<file path="src/rtl/ram_dp_clr.sv">
// Simple dual-port RAM: byte-enabled write port A, registered read port B, and a clear sweep to INIT_VALUE.
// Define RAM_WR_FWD_EN for write-first data on same-address collisions (read-first otherwise).
module ram_dp_clr #(
    parameter int DATA_WIDTH = 16,
    parameter int ADDR_WIDTH = 4,
    parameter int RAM_DEPTH  = 16,
    parameter logic [DATA_WIDTH-1:0] INIT_VALUE = '0
) (
    input  logic                    clk,
    input  logic                    rst,
    input  logic                    clr,
    input  logic                    a_cs,
    input  logic                    a_we,
    input  logic [ADDR_WIDTH-1:0]   a_addr,
    input  logic [DATA_WIDTH-1:0]   a_din,
    input  logic [DATA_WIDTH/8-1:0] a_be,
    input  logic                    b_cs,
    input  logic                    b_oe,
    input  logic [ADDR_WIDTH-1:0]   b_addr,
    output logic [DATA_WIDTH-1:0]   b_dout,
    output logic                    b_valid,
    output logic                    busy
);

    localparam int NB    = DATA_WIDTH / 8;
    localparam int IDX_W = $clog2(RAM_DEPTH);
    localparam logic [ADDR_WIDTH:0]   DEPTH_W   = (ADDR_WIDTH+1)'(RAM_DEPTH);
    localparam logic [ADDR_WIDTH-1:0] LAST_ADDR = ADDR_WIDTH'(RAM_DEPTH - 1);

    typedef enum logic {CLEAR = 1'b0, READY = 1'b1} state_t;

    state_t                  state;
    logic [ADDR_WIDTH-1:0]   cnt;
    logic [DATA_WIDTH-1:0]   mem [RAM_DEPTH];

    logic                    a_in_range;
    logic                    b_in_range;
    logic                    wr_from_a;
    logic                    rd_en;
    logic [NB-1:0]           wr_en;
    logic [IDX_W-1:0]        wr_idx;
    logic [DATA_WIDTH-1:0]   wr_data;
    logic [DATA_WIDTH-1:0]   rd_word;

    assign a_in_range = ({1'b0, a_addr} < DEPTH_W);
    assign b_in_range = ({1'b0, b_addr} < DEPTH_W);

    // A clr pulse in READY discards any port activity sampled on the same edge.
    assign wr_from_a = !rst && (state == READY) && !clr && a_cs && a_we && a_in_range;
    assign rd_en     = (state == READY) && !clr && b_cs && b_oe;

    always_comb begin
        wr_en   = '0;
        wr_idx  = '0;
        wr_data = '0;
        if (!rst && state == CLEAR) begin
            wr_en   = '1;
            wr_idx  = cnt[IDX_W-1:0];
            wr_data = INIT_VALUE;
        end else if (wr_from_a) begin
            wr_en   = a_be;
            wr_idx  = a_addr[IDX_W-1:0];
            wr_data = a_din;
        end
    end

    always_ff @(posedge clk) begin
        for (int i = 0; i < NB; i++) begin
            if (wr_en[i]) mem[wr_idx][8*i +: 8] <= wr_data[8*i +: 8];
        end
    end

    // Read data is taken before this edge's write lands, giving read-first by default.
    always_comb begin
        rd_word = b_in_range ? mem[b_addr[IDX_W-1:0]] : '0;
`ifdef RAM_WR_FWD_EN
        if (wr_from_a && b_in_range && (a_addr == b_addr)) begin
            for (int i = 0; i < NB; i++) begin
                if (a_be[i]) rd_word[8*i +: 8] = a_din[8*i +: 8];
            end
        end
`endif
    end

    always_ff @(posedge clk) begin
        if (rst) begin
            state   <= CLEAR;
            cnt     <= '0;
            busy    <= 1'b1;
            b_dout  <= '0;
            b_valid <= 1'b0;
        end else begin
            case (state)
                CLEAR: begin
                    b_valid <= 1'b0;
                    cnt     <= cnt + 1'b1;
                    if (cnt == LAST_ADDR) begin
                        state <= READY;
                        busy  <= 1'b0;
                    end
                end
                READY: begin
                    if (clr) begin
                        state   <= CLEAR;
                        cnt     <= '0;
                        busy    <= 1'b1;
                        b_valid <= 1'b0;
                    end else begin
                        b_valid <= rd_en;
                        if (rd_en) b_dout <= rd_word;
                    end
                end
                default: begin
                    state   <= CLEAR;
                    cnt     <= '0;
                    busy    <= 1'b1;
                    b_valid <= 1'b0;
                end
            endcase
        end
    end

endmodule

</file>
<file path="config.mk">
export PLATFORM = sky130hd
export DESIGN_NAME = ram_dp_clr
export DESIGN_NICKNAME = d
export VERILOG_FILES = /design/src/rtl/ram_dp_clr.sv
export SDC_FILE = /design/constraint.sdc
export NUM_CORES = 1
export LEC_CHECK = 0
export ABC_AREA = 1
export CAP_MARGIN = 20
export CORE_AREA = 2 2 152 154
export DETAILED_ROUTE_END_ITERATION = 10
export DIE_AREA = 0 0 154 156
export GPL_TIMING_DRIVEN = 0
export HOLD_SLACK_MARGIN = 0.02
export PLACE_DENSITY = 0.83
export SLEW_MARGIN = 10
export SYNTH_ARGS = -nofsm -noshare
export SYNTH_HDL_FRONTEND = slang
export SYNTH_SLANG_ARGS = --single-unit
</file>
<file path="constraint.sdc">
create_clock -name clk -period 2.2 [get_ports clk]
set_clock_uncertainty 0.15 [all_clocks]
set_input_delay 0.33 -clock clk [delete_from_list [all_inputs] [get_ports clk]]
set_output_delay 0.33 -clock clk [all_outputs]
set_load 0.05 [all_outputs]
</file>
# After elaboration in Yosys (flattened, before gate mapping)
# Memory sizes are Yosys's and may differ from the RTL's. A register that Yosys moved wholly into a read port is not among the register bits.
# Index checks and enable logic that the tools add are counted.
[op_classes]
eq_ne = 3
n_reduce_logical = 12
bitwise_logic = 2
n_mux = 20
addsub = 1
[op_table]
columns = ["operator", "n"]
rows = [
  ["two-way mux 16 bit", 2],
  ["two-way mux 4 bit", 3],
  ["two-way mux 1 bit", 9],
  ["logical AND 1 bit", 8],
  ["case mux 4 bit (2 select lines)", 1],
  ["case mux 1 bit (2 select lines)", 3],
  ["adder 4 x 1 -> 4 bit, second input constant", 1],
  ["equality test 4 bit, second input constant", 1],
  ["two-way mux 2 bit", 2],
  ["AND reduction 3 bit", 1],
  ["logical NOT 1 bit", 2],
  ["!= test 2 x 1 -> 1 bit, second input constant", 1],
  ["!= test 2 bit, second input constant", 1],
  ["NOT 1 bit", 2],
  ["AND reduction 2 bit", 1],
]
[totals]
ramBits = 256
ff_bits = 7
memories = 1
output_inout_bits = 18
wordCells = 43
[memory_table]
columns = ["name", "depth", "width", "read_ports", "rd_clocked_by_memory_dff", "write_ports", "line_no", "text"]
rows = [
  ["mem", 16, 16, 1, 1, 1, "34", "logic [DATA_WIDTH-1:0] mem [RAM_DEPTH];"],
]

# Longest topological paths before layout
[depth]
ltp_word = 9
mapped_depth = 11
mapped_depth_nobuf = 9

# Worst setup path after synthesis
# No wires, ideal clock.
[synth_path]
kind = "register to register"
start = "reg state"
end = "mem mem[15][10] (enable)"
setup_slack_ps = 85
t_required_ps = 1667
path_stages_with_launch = 7
path_buffers = 0
arrival_ps = 1581
setup_ps = 383
path_cell_list = "dfxtp_1 nand2_2 nor2_4 nand3_4 o21ai_2 inv_2 nor3_1"
[synth_between]
elab_chain_cells = 8
[synth_rtl]
columns = ["element", "line_no", "text"]
rows = [
  ["from (decl)", "32", "state_t state;"],
  ["from (signal assigned)", "87", "state <= CLEAR;"],
  ["from (signal assigned)", "98", "state <= READY;"],
  ["from (signal assigned)", "104", "state <= CLEAR;"],
  ["logical AND 1 bit (4 in a row)", "49", "assign wr_from_a = !rst && (state == READY) && !clr && a_cs && a_we && a_in_range;"],
  ["two-way mux 2 bit", "60", "end else if (wr_from_a) begin"],
  ["two-way mux 2 bit", "56", "if (!rst && state == CLEAR) begin"],
  ["two-way mux 1 bit", "69", "if (wr_en[i]) mem[wr_idx][8*i +: 8] <= wr_data[8*i +: 8];"],
  ["two-way mux 1 bit (implied by the code)", "69", ""],
  ["to (decl)", "34", ""],
]
# Several ways; a longest one is shown, not always the timed one.

# Final worst setup path
[layout_path]
start = "reg state"
end = "mem mem[8][12] (enable)"
# Same word-level chain as after synthesis.

==> impl_metrics.ini <==
[route]
antenna_left = 0
drc = 0
first_iter_violations = 857
wl_per_cell_um = 18.8
viasPerCell = 5.51
dr_total_vias = 8986
routed_wl_mm = 30.7
dr.pass1.iters = 5

[worst_setup_path]
cp_common_cell = nor2_4
rrSetupSlack_ns = -0.03
cp_slowest_cell = dfxtp_4
required_ns = 2.26
worstSetupPathType = flip-flop to flip-flop
worst-path-max-fanout = 8
start_kind = flip-flop
path_cells = nand2_2, nor2_4, nand4_1, a21oi_2, nand2_1, nor2_4
crit_path_end_kind = flip-flop
crit_buf_inv = 0
cp_top_family = simple AND/OR/NAND/NOR gates
critical-path-max-stage-delay_ns = 0.37
cp.arrival_ns = 2.29

[clocking]
cts_sinks = 279
cts_root_buf = clkbuf_16
cts_buffers = 28
worstSkewPairLatency_ns = 0.54
h-tree-depth = 1
ctsHoldBuffers = 0
tritoncts = built
clockBufferDepth = 3
path_clk_slew_ns = 0.06

[layout]
fill_cells = 1562
synthToLayoutAreaGrowth_pct = 19.1
final_common_cell = nand2_1
stdcell_area_sq_mm = 0.0144
layout-drive-gt1-share_pct = 12.4
n_antenna_cell = 0
fin_nets = 1359
mostFrequentLayoutCells = nand2_1 (418), edfxtp_1 (256), nand3_1 (177)
final_util_pct = 64.4

[floorplan]
die_x_um = 154
die-area_sq_mm = 0.0240
rows = 55
coreArea_sq_mm = 0.0224
die_h_um = 156
io_pins = 51
floorplan.initialDensity_pct = 54.1

[synth]
synth_seq_cells = 279
avgSynthCellArea_sq_um = 9.80
ys.warnings.count = 0
netlist_instances = 1233
synth_nets = 1267
ys_seq_area_share_pct = 67.4
netlist_area_sq_mm = 0.0121
synthDistinctLibCells = 22

[placement]
io_buffers = 48
dpl_worst_slack_ns = -0.886
gp_congestion = 0.931
dpl.hpwl_mm = 20.9
place_area_sq_mm = 0.0129

[run_status]
status = finished with violations
failed_checks = setup timing

[timing]
slew_viol_final = 0
worst_pin_slew_ns = 1.09
hold_violations = 0
finalSetupViolCount = 8
fin_ws_ns = -0.0252
rsz0062_at_grt = true
min_period_over_period_pct = 101
min_period_ns = 2.23
max_slew_margin_pct = 27.0
fmax_ghz = 0.449
fin_setup_tns_ns = -0.179

[power]
peakVddDrop_mv = 0.684
powerDensity_mw_per_mm2 = 763
total_power_mw = 11.0
leakagePower_nw = 6.16

[global_routing]
overflow = 0
grt_max_degree = 17
grt_pass1_vias = 8672
grt_antenna_before_repair = 0
grt_usage_pct = 24.9
grt_pass1_wl_mm = 45.6

[min_path]
hp-class = primary input to flip-flop

[flow_run]
maxCapViolCount = 0
==> cell usage after synthesis (all sizes together) <==
library cell / number / area share (%)
nor2: 87 / 2.8
o21ai: 2 / 0.14
dfxtp: 23 / 3.8
a211oi: 1 / 0.062
inv: 177 / 5.5
a21oi: 7 / 0.29
ha: 1 / 0.10
nor3: 3 / 0.12
nand2: 432 / 13
buf: 47 / 1.9
a22o: 1 / 0.072
nand3: 178 / 7.5
nand4: 5 / 0.26
edfxtp: 256 / 64
clkbuf: 12 / 0.37
nor3b: 1 / 0.062
==> tightest hold or removal path, delay by kind of cell <==
kind / cells / cell delay, ns
buffers and inverters: 2 / 0.20
and+or+nand+nor: 3 / 0.29
==> timing repair <==
item	in CTS	in global routing
pin swaps	0	15
cloned	0	0
endpoints found under the setup margin	465	461
gates resized for setup	64	52
buffers inserted	0	9
==> cell families after synthesis <==
kind of cell | synth area share [%]
adders and majority gates | 0.103
AOI/OAI and AO/OA | 0.569
DFF | 67.4
buffers and inverters | 7.81
and+or+nand+nor | 24.1
==> metal layers <==
metal  share of wire, %  GRT usage, %  vias up
li1                   -             -     4152
met1                 37          31.4     4205
met2                 49          43.1      523
met3                9.8          4.14      106
met4                3.9          10.5        0
met5                  0             0        -
==> cell type report <==
type	count	area (sq um)	area share [%]
plain buffers	59	282	1.95
clock buffers	35	800	5.55
clock inverters	15	97.6	0.678
inverters	177	667	4.63
multi-input cells	718	3380	23.5
flip-flops and latches	279	8150	56.6
well taps	285	357	2.48
repair buffers	62	662	4.60
==> path summary, 6_finish.rpt <==
path | endpoint | startpoint | depth (start not counted)
max | mem[8][12]$_DFFE_PP_ | state$_SDFF_PP0_ | 6
min | b_dout[4]$_SDFFE_PP0P_ | b_addr[3] | 5
min reg2reg | busy$_SDFFE_PP1P_ | busy$_SDFFE_PP1P_ | 2
max reg2reg | mem[8][12]$_DFFE_PP_ | state$_SDFF_PP0_ | 6
==> power by group <==
group	internal (mW)	switching, mW
logic	0.185	0.432
clock network	2.67	1.94
registers	5.74	0.0127
==> state kept, by name, summed over array words and instances, names as in the netlist <==
signal,cells
mem,256
b_dout,16
cnt,4
b_valid,1
busy,1
state,1
==> stage by stage <==
stage	hold slack (ns)	cells
2_1_floorplan	0.310	1233
3_3_place_gp	0.316	1566
3_5_place_dp	0.342	1568
4_1_cts	0.160	1618
5_1_grt	0.212	1630
6_report	0.186	1630
(Power assumes the default switching activity.)
